`src/rtl/ic_fill_ctrl.sv`:
```
`timescale 1ns/1ps
// Instruction-cache line fill controller: critical-word-first line request,
// reorders four 16-bit beats into a 64-bit line, then one-cycle tag/data commit.
module ic_fill_ctrl #(
  parameter int ADDR_W = 16,
  parameter int LINE_W = 8,
  parameter int WAY_W  = 2
) (
  input  logic                       clk,
  input  logic                       rst,
  input  logic                       miss_valid,
  output logic                       miss_ready,
  input  logic [ADDR_W-1:0]          miss_addr,
  input  logic [WAY_W-1:0]           miss_way,
  output logic                       mem_req_valid,
  input  logic                       mem_req_ready,
  output logic [ADDR_W-1:0]          mem_req_addr,
  input  logic                       mem_rsp_valid,
  input  logic [15:0]                mem_rsp_data,
  input  logic                       mem_rsp_err,
  output logic                       wr_en,
  output logic [LINE_W-1:0]          wr_line,
  output logic [WAY_W-1:0]           wr_way,
  output logic [63:0]                wr_data,
  output logic                       tag_wr_en,
  output logic [ADDR_W-LINE_W-3:0]   tag_wr_tag,
  output logic                       tag_wr_valid,
  output logic                       crit_valid,
  output logic [15:0]                crit_data,
  output logic                       fill_err,
  output logic                       busy
);

  typedef enum logic [1:0] {IDLE, REQ, RECV, COMMIT} state_e;

  state_e              state_q, state_d;
  logic [1:0]          cnt_q, cnt_d;
  logic                err_q, err_d;
  logic                crit_vld_q, crit_vld_d;
  logic [ADDR_W-1:0]   addr_q, addr_d;
  logic [WAY_W-1:0]    way_q, way_d;
  logic [3:0][15:0]    data_q;
  logic [15:0]         crit_data_q;
  logic                beat;
  logic [1:0]          slot;
  logic                commit;

  // Beat k lands in word (crit_word + k) mod 4; the 2-bit add wraps naturally.
  assign slot = addr_q[1:0] + cnt_q;

  always_comb begin
    state_d    = state_q;
    cnt_d      = cnt_q;
    err_d      = err_q;
    addr_d     = addr_q;
    way_d      = way_q;
    crit_vld_d = 1'b0;
    beat       = 1'b0;
    case (state_q)
      IDLE: if (miss_valid) begin
        addr_d  = miss_addr;
        way_d   = miss_way;
        cnt_d   = 2'd0;
        err_d   = 1'b0;
        state_d = REQ;
      end
      REQ: if (mem_req_ready) state_d = RECV;
      RECV: if (mem_rsp_valid) begin
        beat       = 1'b1;
        cnt_d      = cnt_q + 2'd1;
        err_d      = err_q | mem_rsp_err;
        crit_vld_d = (cnt_q == 2'd0) && !mem_rsp_err;
        if (cnt_q == 2'd3) state_d = COMMIT;
      end
      COMMIT: state_d = IDLE;
      default: state_d = IDLE;
    endcase
  end

  always_ff @(posedge clk) begin
    if (rst) begin
      state_q    <= IDLE;
      cnt_q      <= 2'd0;
      err_q      <= 1'b0;
      crit_vld_q <= 1'b0;
    end else begin
      state_q    <= state_d;
      cnt_q      <= cnt_d;
      err_q      <= err_d;
      crit_vld_q <= crit_vld_d;
    end
  end

  // Capture registers carry no reset; every output they feed is state-gated.
  always_ff @(posedge clk) begin
    addr_q <= addr_d;
    way_q  <= way_d;
    if (beat) data_q[slot] <= mem_rsp_data;
    if (beat && cnt_q == 2'd0) crit_data_q <= mem_rsp_data;
  end

  assign commit        = (state_q == COMMIT);
  assign miss_ready    = (state_q == IDLE);
  assign busy          = (state_q != IDLE);
  assign mem_req_valid = (state_q == REQ);
  assign mem_req_addr  = mem_req_valid ? addr_q : '0;
  assign wr_en         = commit && !err_q;
  assign tag_wr_en     = commit;
  assign tag_wr_valid  = commit && !err_q;
  assign fill_err      = commit && err_q;
  assign wr_line       = commit ? addr_q[LINE_W+1:2] : '0;
  assign wr_way        = commit ? way_q : '0;
  assign tag_wr_tag    = commit ? addr_q[ADDR_W-1:LINE_W+2] : '0;
  assign wr_data       = commit ? data_q : '0;
  assign crit_valid    = crit_vld_q;
  assign crit_data     = crit_vld_q ? crit_data_q : '0;

endmodule

```
`config.mk`:
```
export PLATFORM = sky130hd
export DESIGN_NAME = ic_fill_ctrl
export DESIGN_NICKNAME = d
export VERILOG_FILES = /design/src/rtl/ic_fill_ctrl.sv
export SDC_FILE = /design/constraint.sdc
export NUM_CORES = 1
export LEC_CHECK = 0
export ABC_AREA = 1
export CAP_MARGIN = 30
export CORE_UTILIZATION = 31
export CTS_CLUSTER_SIZE = 14
export DETAILED_ROUTE_END_ITERATION = 12
export HOLD_SLACK_MARGIN = 0.03
export SYNTH_ARGS = -nofsm -noshare
export SYNTH_HDL_FRONTEND = slang
export SYNTH_SLANG_ARGS = --single-unit
```
`constraint.sdc`:
```
create_clock -name clk -period 1.9 [get_ports clk]
set_input_delay 0.285 -clock clk [delete_from_list [all_inputs] [get_ports clk]]
set_output_delay 0.285 -clock clk [all_outputs]
set_load 0.01 [all_outputs]
```
== Word level (Yosys, flattened, before mapping) ==
Index checks and enable logic that the tools add are counted.

* Add/subtract/negate cells: 2
* Magnitude comparators: 2
* Equal/unequal tests: 8
* Muxes and demuxes: 22
* Bitwise logic cells: 3
* Reduce and logical (&&, ||, !) cells: 15

{| class="wikitable"
|+ Operator list
! cell !! count
|-
| bitwise mux 64 bit || 1
|-
| two-way mux 64 bit || 1
|-
| two-way mux 16 bit || 3
|-
| demux 16 bit (select 2 bit) || 1
|-
| two-way mux 2 bit || 7
|-
| two-way mux 8 bit || 1
|-
| case mux 2 bit (4 select lines) || 1
|-
| == test 2 bit, second input constant || 3
|-
| two-way mux 6 bit || 1
|-
| inequality test 2 bit, second input constant || 3
|-
| logical AND 1 bit || 5
|-
| zero test 2 bit || 2
|-
| two-way mux 1 bit || 4
|-
| case mux 2 bit (2 select lines) || 1
|-
| AND reduction 4 bit || 1
|-
| nonzero test 2 bit || 2
|-
| < comparator 2 x 3 -> 1 bit, second input constant || 1
|-
| AND reduction 3 bit || 1
|-
| OR reduction 3 bit || 1
|-
| adder 2 x 1 -> 2 bit, second input constant || 1
|-
| adder 2 bit || 1
|-
| == test 2 x 1 -> 1 bit, second input constant || 1
|-
| >= comparator 2 x 1 -> 1 bit, second input constant || 1
|-
| zero test 1 bit || 2
|-
| 5 further kinds || 6
|}

* Bits in registers: 104
* Input bits: 40
* Output and inout bits: 120
* Word-level logic and storage cells: 63

== Longest topological paths before layout ==
* Depth after elaboration: 6
* Mapped depth: 9
* Mapped depth without buffers: 8

== Worst setup path after synthesis ==
No wires, ideal clock.

* Kind: reg2reg
* Start point: register state_q[0]
* End point: register data_q[32] in the netlist's numbering, enable pin
* Setup time: 388 ps
* Data arrival time: 1,658 ps
* Required time: 1,512 ps
* Setup slack: -146 ps
* Stages on the path, launching flop included: 6
* Buffers on the path: 0
* Clock period less this slack: 2,046 ps
* Cell sequence: dfxtp_1 inv_1 ha_1 nand2_1 or2_1 nor2_1

* Longest elaborated chain between the ends: 2

{| class="wikitable"
|+ Ends and longest elaborated chain
! item !! line !! text
|-
| from (decl) || 36 || <nowiki>state_e state_q, state_d;</nowiki>
|-
| from (signal assigned) || 87 || <nowiki>state_q <= state_d;</nowiki>
|-
| == test 2 bit || 59 || <nowiki>case (state_q)</nowiki>
|-
| two-way mux 1 bit || 59 ||
|-
| to (signal, indexed assignment) || 98 || <nowiki>if (beat) data_q[slot] <= mem_rsp_data;</nowiki>
|-
| to (decl) || 42 || <nowiki>logic [3:0][15:0] data_q;</nowiki>
|}

Every way passes these cells.
A chain may end at the register's enable or synchronous reset.

== Final worst setup path ==
* Start point: register state_q[1]
* End point: output mem_req_addr[2]

* Longest elaborated chain between the ends: 2

{| class="wikitable"
|+ Ends and longest elaborated chain
! item !! line !! text
|-
| == test 2 x 1 -> 1 bit || 105 || <nowiki>assign mem_req_valid = (state_q == REQ);</nowiki>
|-
| two-way mux 16 bit || 106 || <nowiki>assign mem_req_addr = mem_req_valid ? addr_q : '0;</nowiki>
|-
| to (decl) || 17 || <nowiki>output logic [ADDR_W-1:0] mem_req_addr,</nowiki>
|}

Every way passes these cells.

==> results by group <==
Clock tree
  – Clk slew on worst S/H paths: 0.08 ns
  – Latest clock arrival within the worst-skew pair: 0.34 ns
  – Htree depth: 3
  – Number of hold buffers added after cts: 0
  – Clock buffer depth: 2
  – TritonCTS clock tree: done
  – TritonCTS buffer count: 9
  – Clk root buf: clkbuf_16
  – CTS Sinks: 104

Setup path
  – Critical path's top delay family: buffers and inverters
  – CP startpoint: state_q[1]$_SDFFE_PP0P_
  – CP max FO: 18
  – Worst path slowest cell: dfxtp_2
  – Buf+Inv Stages, Crit Path: 5
  – CP Depth: 7
  – Worst Reg2Reg Path Length in Cells: 7
  – Worst EP required: around 1.6 ns
  – Crit Path Category: reg -> out
  – Setup crit start kind: flip-flop
  – RR Startpoint: state_q[0]$_SDFFE_PP0P_
  – Crit end category: output port
  – Critical Path End: mem_req_addr[2]
  – Reg2Reg Setup Slack: 0.14 ns
  – RR Endpoint: data_q[39]$_DFFE_PP_
  – CP Cell Sequence: buf_4 > inv_2 > ha_4 > buf_12 > nand2_1 > inv_1 > dlygate4sd2_1
  – Slowest stage delay, CP: 0.36 ns
  – Arr. time, crit path: 1.55 ns

Pwr
  – Final Total Pwr: just under 7 mW
  – PD cells: 1040 nW/um2
  – Worst vdd ir: 0.472 mV
  – Leak: around 3.7 nW

Logic synthesis
  – Post-synthesis sequential area ratio: 70.5%
  – Netlist cell types: 21
  – Ys Warns: 0
  – Yosys top cell area share: around two thirds
  – Asr flop ratio synth: 0%
  – Largest area contributor in the netlist: edfxtp_1
  – Synth top area cells: edfxtp_1, inv_1, nand2_1, dfxtp_1, ha_1
  – Syn_nets: 459
  – Post-synth EDFFs: between 90 and 100
  – Synth Flop Type: edfxtp_1
  – Synthesized flop and latch total: 104
  – Top-count cell post-synth: inv_1
  – Synth Area per Inst: 10.5 um2
  – Cell Area, Synth: 4340 um2
  – Cells after Synth: 412
  – Commonest cells in the netlist: inv_1, nand2_1, edfxtp_1

Drt
  – Via count: 3,192
  – Total wire length: 10,300 um
  – Initial DRC Count: 155
  – Post-DRT Antenna Nets: 0
  – DR pass1 iterations: 4
  – DRC violations left: 0
  – Via-to-Cell Ratio: a little over 4
  – Wire per inst: 13.3 um

Timing
  – Final Setup Violations: 0
  – Final min period: ~1.8 ns
  – Number of failing hold endpoints at the final stage: 0
  – Clock Skew: 0.0134 ns
  – Max-slew violations: 0
  – Rel. slew slack: 80.9%
  – Period utilization: 96.4%
  – Fin worst setup slack: approximately 0.068 ns
  – Fmax: 546 MHz
  – Least-Margin Pin Slew: roughly 0.28 ns
  – RSZ-0062 raised after global routing: false

Final layout
  – Multi-input gate area: 756 um2
  – Register area: 3070 um2
  – Final-layout fill cell count: 1,296
  – Layout net count: 638
  – Final Cell Area: 6600 um2
  – Area grow syn2layout: 52.0%
  – Fraction of layout cells with a size suffix above 1: a little under a tenth
  – Antenna diodes: 0

Hold path
  – Worst Hold Class: reg -> reg

Global routing
  – First-pass GRT wire length: 16,600 um
  – Gr ovfl total: 0
  – Vias in the first global route: 3,234
  – Met1 usage: a little under a fifth
  – Grt peak-use layer: met2
  – GRT Total Usage: ~15%
  – Largest net degree at the start of global routing: 23
  – Met3 Use GR: 4.15%
  – Met2 Usage GRT: 25.5%
  – Initial antenna violation count: 0

Floorplan
  – Die Ht: 120 um
  – Io pins: 160
  – Die X-Extent: 120 um
  – Core Area: 13,500 um2
  – # rows: 42
  – Initial Util: 32.3%
  – Die area: about 14,000 um2

Place
  – Hpwl dp: between 7000 and 8000 um
  – Worst slack, placed: 0.0794 ns
  – Area post-placement: 6310 um2
  – I/O Buffers: 159
  – Final Wtd Congestion: 0.772

Outcome
  – Outcome: finished, final reports clean

Job
  – Max-cap violations: 0
[placed cells by master, fill, tap and decap left out, types with 5 or more instances in the layout]
cell type / netlist / layout
buf_12: 0 / 8
buf_4: 1 / 11
clkbuf_16: 0 / 9
clkbuf_2: 0 / 5
clkdlybuf4s15_1: 0 / 12
clkdlybuf4s50_1: 0 / 53
dlygate4sd2_1: 0 / 86
edfxtp_1: 98 / 98
inv_1: 130 / 129
nand2_1: 127 / 127
nor2_1: 12 / 7
nor2_2: 0 / 5
[worst min-delay path by stage]
| stage | start | endpoint | slack (ns) | depth (start not counted) |
|---|---|---|---|---|
| after floorplan | rst | crit_valid$_SDFF_PP0_ | 0.36 | 1 |
| after global placement | err_q$_SDFFE_PP0P_ | err_q$_SDFFE_PP0P_ | 0.49 | 2 |
| after detailed placement | err_q$_SDFFE_PP0P_ | err_q$_SDFFE_PP0P_ | 0.48 | 2 |
| after CTS | miss_addr[0] | addr_q[0]$_DFFE_PP_ | 0.48 | 1 |
| after global routing | miss_addr[0] | addr_q[0]$_DFFE_PP_ | 0.49 | 1 |
| final | err_q$_SDFFE_PP0P_ | err_q$_SDFFE_PP0P_ | 0.49 | 2 |
[what timing repair did]
action | in CTS | in global routing
gates resized for setup | 116 | 23
cloned | 2 | 0
pin swaps | 0 | 1
endpoints found under the setup margin | 104 | 26
buffers inserted | 2 | 0
[metrics by stage]
stage / hold slack [ns] / util [%] / instances / TNS (ns)
after floorplan: 0.362 / - / 412 / -4.68
after global placement: 0.489 / 46.9 / 752 / 0
after detailed placement: 0.481 / 46.9 / 752 / 0
after CTS: 0.484 / 49.0 / 772 / 0
after global routing: 0.486 / 49.1 / 772 / 0
final: 0.492 / 49.1 / 772 / 0
[cell families after synthesis]
group           after synthesis  synth area share [%]
flops                       104                  70.5
xor+xnor                      2                 0.404
compound gates                6                 0.749
fa+ha+maj                     7                  2.02
buf+inv                     145                  13.0
simple gates                148                  13.3
[power breakdown]
part	internal, mW	switching, mW	leakage [nW]
Sequential	2.80	0.111	0.942
Combinational	0.967	1.22	2.60
Clock	0.915	0.846	0.137
[cell type report]
cell class,count,share of cell area (%)
sequential,104,46.5
timing repair buffer,182,27.1
multi-input combinational,163,11.5
inverter,131,7.45
clock buffer,11,3.53
tap,176,3.34
clock inverter,5,0.702
[per-layer routing]
layer,part of all wire [%],vias to the layer above
li1,-,1578
met1,44,1484
met2,47,123
met3,7.6,7
met4,0.82,0
met5,0,-
[state kept, by name, summed over array words and instances, names as in the netlist]
name / cells
state_q: 2
crit_valid: 1
way_q: 2
cnt_q: 2
data_q: 64
err_q: 1
addr_q: 16
crit_data_q: 16
[tightest hold or removal path, stage by stage (launching register included)]
cell,delay (ns)
dfxtp_1,0.33
inv_1,0.06
a21oi_1,0.06
(Power assumes the default switching activity.)
==> RTL edit 1 (same flow settings) <==
The 4 states of `state_e` get a one-hot encoding in 4 bits.
--- a/src/rtl/ic_fill_ctrl.sv
+++ b/src/rtl/ic_fill_ctrl.sv
@@ -33,3 +33,3 @@
 
-  typedef enum logic [1:0] {IDLE, REQ, RECV, COMMIT} state_e;
+  typedef enum logic [3:0] {IDLE = 4'b0001, REQ = 4'b0010, RECV = 4'b0100, COMMIT = 4'b1000} state_e;
 
Function: same outputs for any inputs over 10 cycles, from zero or initial values and one cycle with rst high; not proved beyond that.
==> RTL edit 1 against the original RTL <==
  * The run now ends with setup timing left
  * Core utilization down 1.9 points
  * Sequential share of layout area increased by 0.99 points
  * Worst hold slack better by 0.00093 ns
  * Synthesized area up 1.3%
  * Worst setup slack worse by 0.091 ns
  * Highest routed layer unchanged
  * First-iteration DRC count fell by 15%
  * Count of clock-buffer cells in the layout grew 1
  * Clock skew down 0.0071 ns
  * Sequential cell count rose by 2
  * Final area is 0.82% lower
  * Routed wire length increased by 0.89%
Power is not compared: it rests on default switching activity, and its combinational part moved more than twofold at a synthesized area within 25%.
==> RTL edit 1: results (changes against the original RTL) <==
Top area cells in the synthesized netlist = edfxtp_1 67%, inv_1 10%, nor2_1 8.4%
Sequential fraction of the synthesis area = 0.7055 (about the same)
Share of synthesized cell area in full adder, half adder and majority cells = 0.008535 (-0.01164)
Met3 wire length = 693 µm (-12%)
Global routing usage on met3 = 0.04088 (-0.0006260)
Largest net degree at the start of global routing = 29 (+26%)
Vias per std cell = 4.138 (about the same)
Commonest register cell after synthesis = edfxtp_1
Multi-input logic area = 895.9 µm² (+19%)
Final Wtd Congestion = 0.7642 (-1.0%)
# diodes = 0 (unchanged)
DP HPWL = 7358 µm (+2.1%)
FF+latch count, synth = 106 (+1.9%)
M1 GR Usage = 0.1718 (-0.009483)
Count of multi-input gates = 164 (+0.61%)
Syn Inst Count = 402 (-2.4%)
TNS Setup = -0.1003 ns (-0.1003 ns)
Critical-path maximum fanout = 14 (-4)
Routed vias = 3199 (+0.22%)
Post-Synth XOR/XNOR Area = 0.005974 (+0.001940)
Postcts setup bufs = 6 (+4)
# resized after CTS = 375 (+220%)
Clock buf/inv share = 0.04684 (+0.004553)
Core Util, Final = 0.4715 (-0.01900)
Drt first-iter violations = 131 (-15%)
Vias in the first global route = 3173 (-1.9%)
Met1 Wirelength = 4420 µm (-3.0%)
Port bufs = 159 (unchanged)
Final Setup Violations = 10 (+10)
Share of layout cells above drive strength 1 = 0.3103 (+0.2163)
Pleak = 3.172 nW
Synth Area in Compound Gates = 0.004552 (-0.002941)
Logic inverters = 120 (-8.4%)
Slew Limit Headroom = 0.7462 (-0.06265)
Met2 usage = 0.2564 (+0.001400)
First-pass GRT wire length = 16050 µm (-3.2%)
NonClk Buf Share = 0.2382 (-0.03257)
Dpl cell area = 6347 µm² (+0.52%)
Layout net count = 631 (-1.1%)
Status = finished, violations left
Fill cells = 1319 (+1.8%)
Total track usage = 0.1449 (-0.003655)
Unique cell type count in the Yosys netlist = 23 (+9.5%)
Drt total wl = 10400 µm (+0.89%)
Leading cell types by count after synthesis = 118 x inv_1, 99 x nor2_1, 98 x edfxtp_1
Critical path arrival = 1.64 ns (+0.09 ns)
PnR worst setup slack = -0.02297 ns (-0.09145 ns)
Final Skew = 0.006291 ns (-0.007088 ns)
Post-synth net total = 445 (-3.1%)
Failing checks = setup timing
CTS Buf Count = 9 (unchanged)
Register area = 3105 µm² (+1.3%)
Placed cells = 750 (-0.27%)
Hold Path Stages = 2 (unchanged)
Non-clock buffers = 187 (+2.7%)
Met2 Wirelength = 5207 µm (+6.7%)
Max VDD drop = 0.0005369 V
Number of clock buffers in the layout = 12 (+1)
RTL edit 1: final timing paths:
path,startpoint,end,slack (ns)
setup reg to reg,state_q[1],data_q[7],0.17
hold reg to reg,err_q,err_q,0.49
setup / recovery,state_q[1],wr_data[3],-0.02
hold / removal,err_q,err_q,0.49
RTL edit 1: power by group:
group          switching [mW]  internal, mW  total (mW)
registers              0.0238          2.60        2.63
clock network           0.772          1.09        1.86
logic                   0.200         0.169       0.368
total                   0.996          3.86        4.86
RTL edit 1: metrics by stage:
step	total power, mW	setup slack [ns]
finish	4.859	-0.02297
detailed placement	3.026	-0.08075
floorplan	2.820	-0.4628
global route	5.031	-0.1034
global placement	3.016	-0.07013
CTS	4.905	-0.1263
RTL edit 1: critical path, cell delays in order, from the launching register on:
cell and delay, ns:
dfxtp_2 0.33, nor2_4 0.11, inv_2 0.05, nor3_4 0.17, inv_4 0.13, buf_12 0.17
nor2_1 0.10, clkdlybuf4s15_2 0.23
==> RTL edit 2 (same settings) <==
Without the edit above. The parameter `ADDR_W` goes from 16 to 18.
--- a/src/rtl/ic_fill_ctrl.sv
+++ b/src/rtl/ic_fill_ctrl.sv
@@ -4,3 +4,3 @@
 module ic_fill_ctrl #(
-  parameter int ADDR_W = 16,
+  parameter int ADDR_W = 18,
   parameter int LINE_W = 8,
Interface: changed (resized mem_req_addr, miss_addr and tag_wr_tag); port bits go from 160 to 166. The function was not compared with the original's and may differ.
==> RTL edit 2 against the original RTL <==
  * Sequential cell count increased by 2
  * Synthesized area rose by 1.9%
  * Final area is 0.78% lower
  * Worst setup slack gained 0.017 ns
  * Routed wire length is 2.9% higher
  * Critical path depth stayed put
  * Critical path type unchanged
  * Power shrank 6.5%
  * Highest routed layer unchanged
  * Largest power group unchanged
  * Maximum frequency is 0.96% higher
  * Via count grew 0.94%
  * Clock skew fell by 0.0079 ns
  * Synthesized cell count grew 2.2%
==> RTL edit 2: results (changes against the original RTL) <==
Status = complete, no violations
Largest net degree at the start of global routing = 22 (-4.3%)
First-pass GRT wire length = 16550 µm (-0.21%)
Vias per std cell = 4.084 (-1.2%)
Dpl cell area = 6451 µm² (+2.2%)
Max incr delay on CP = 0.36 ns (about the same)
Critical path launch point = state_q[1]
DP HPWL = 7375 µm (+2.4%)
Commonest register cell after synthesis = edfxtp_1
Final Skew = 0.005493 ns (-0.007887 ns)
Hold Crit Class = reg -> reg
Synth warnings = 0 (unchanged)
Layout net count = 653 (+2.4%)
Clk Latency, worst-skew pair = 0.34 ns (about the same)
Asr flop ratio synth = 0 (unchanged)
Critical R2R Launch = addr_q[0]
Port bufs = 165 (+3.8%)
# diodes = 0 (unchanged)
Sequential fraction of the synthesis area = 0.7059 (about the same)
H-tree Lvls = 3 (unchanged)
Slew Limit Headroom = 0.8175 (+0.008609)
CTS Buf Count = 9 (unchanged)
Pleak = 3.638 nW (-1.2%)
Final Setup Violations = 0 (unchanged)
Vias in the first global route = 3242 (+0.25%)
Post-synth EDFFs = 100 (+2.0%)
Reg clk slew, reported paths = 0.06 ns (-0.02 ns)
Placed cells = 768 (+2.1%)
Share of layout cells above drive strength 1 = 0.1346 (+0.04069)
Root Buffer = clkbuf_16
Avg Inst Size Synth = 10.51 µm² (-0.28%)
Crit path max-delay family = buffers and inverters
Drt total wl = 10610 µm (+2.9%)
Fill cells = 1328 (+2.5%)
Worst slack, placed = 0.01981 ns (-0.05956 ns)
Critical path arrival = 1.53 ns (-0.02 ns)
Total track usage = 0.1510 (+0.002439)
Critical path's slowest cell = dfxtp_4
Leading cell types by count after synthesis = 135 x inv_1, 131 x nand2_1, 100 x edfxtp_1
Top area cells in the synthesized netlist = edfxtp_1 68%, inv_1 11%, nand2_1 11%
Top flop regs = data_q: 64 flops, addr_q: 18 flops, crit_data_q: 16 flops
Switching power = 1.848 mW (-15%)
Max Root-Sink Buffers = 2 (unchanged)
Routed vias = 3222 (+0.94%)
Post-synth net total = 470 (+2.4%)
Max VDD drop = 0.0004015 V (-15%)
Drt first-iter violations = 190 (+23%)
Final Wtd Congestion = 0.7892 (+2.2%)
Unique cell type count in the Yosys netlist = 18 (-14%)
Initial antenna violation count = 0 (unchanged)
DR pass1 iterations = 4 (unchanged)
Critical-path maximum fanout = 20 (+2)
Worst Hold Launch = err_q
RTL edit 2: cell count changes after synthesis, moves of 2 or more:
cell      delta
inv_1        +5
nand2_1      +4
buf_2        -2
edfxtp_1     +2
RTL edit 2: path summary, 6_finish.rpt:
| check | endpoint | slack [ns] | cells past startpoint |
|---|---|---|---|
| worst min register to register | err_q | 0.48 | 2 |
| worst max register to register | data_q[7] | 0.17 | 4 |
| worst min-delay path | err_q | 0.48 | 2 |
| worst max-delay path | wr_data[37] | 0.09 | 7 |
RTL edit 2: power groups by stage:
stage          combinational (mW)  sequential, mW  clock [mW]
2_1_floorplan               0.860            2.99           0
3_5_place_dp                 1.90            3.03           0
4_1_cts                      1.79            3.00        1.74
5_1_grt                      1.95            3.02        1.82
3_3_place_gp                 1.89            3.02           0
6_report                     1.74            2.99        1.68
RTL edit 2: timing repair:
item / in CTS / in global routing
resized for setup: 235 / 11
buffers inserted: 4 / 0
hold buffers: 0 / 0
endpoints found under the setup margin: 106 / 27
pin swaps: 1 / 1
cloned: 2 / 0
RTL edit 2: kinds of logic after synthesis:
logic type / share of synthesized area
DFF: 0.7059
buffers and inverters: 0.1309
xor gates and xnor gates: 0.003960
and+or+nand+nor: 0.1321
adders and majority gates: 0.01980
AOI/OAI and AO/OA: 0.007353
RTL edit 2: per-layer routing:
| metal | global-route usage | vias to the layer above | part of all wire |
|---|---|---|---|
| li1 | - | 1610 | - |
| met1 | 0.1890 | 1459 | 0.43 |
| met2 | 0.2404 | 140 | 0.46 |
| met3 | 0.04511 | 13 | 0.084 |
| met4 | 0.06559 | 0 | 0.018 |
| met5 | 0 | - | 0 |
RTL edit 2: cell type report:
type / instances / area, µm² / share of cell area
clock buffers: 15 / 257.7 / 0.03937
multi-input cells: 166 / 752.0 / 0.1148
clock inverters: 1 / 5.005 / 0.0007644
flip-flops and latches: 106 / 3131 / 0.4781
repair buffers: 186 / 1670 / 0.2551
well taps: 180 / 225.2 / 0.03440
inverters: 135 / 506.7 / 0.07739
RTL edit 2: tightest hold or removal path, delay by kind of cell, from the launching register on:
| kind | cells | cell delay, ns |
|---|---|---|
| AO/OA/AOI/OAI | 1 | 0.05 |
| flip-flops | 1 | 0.33 |
| buffers and inverters | 1 | 0.05 |
RTL edit 2: per-stage QoR:
step	hold slack, ns	util
6_report	0.4810	0.4717
2_1_floorplan	0.3541	-
3_5_place_dp	0.4809	0.4648
5_1_grt	0.4802	0.4717
4_1_cts	0.4778	0.4723
3_3_place_gp	0.4840	0.4648
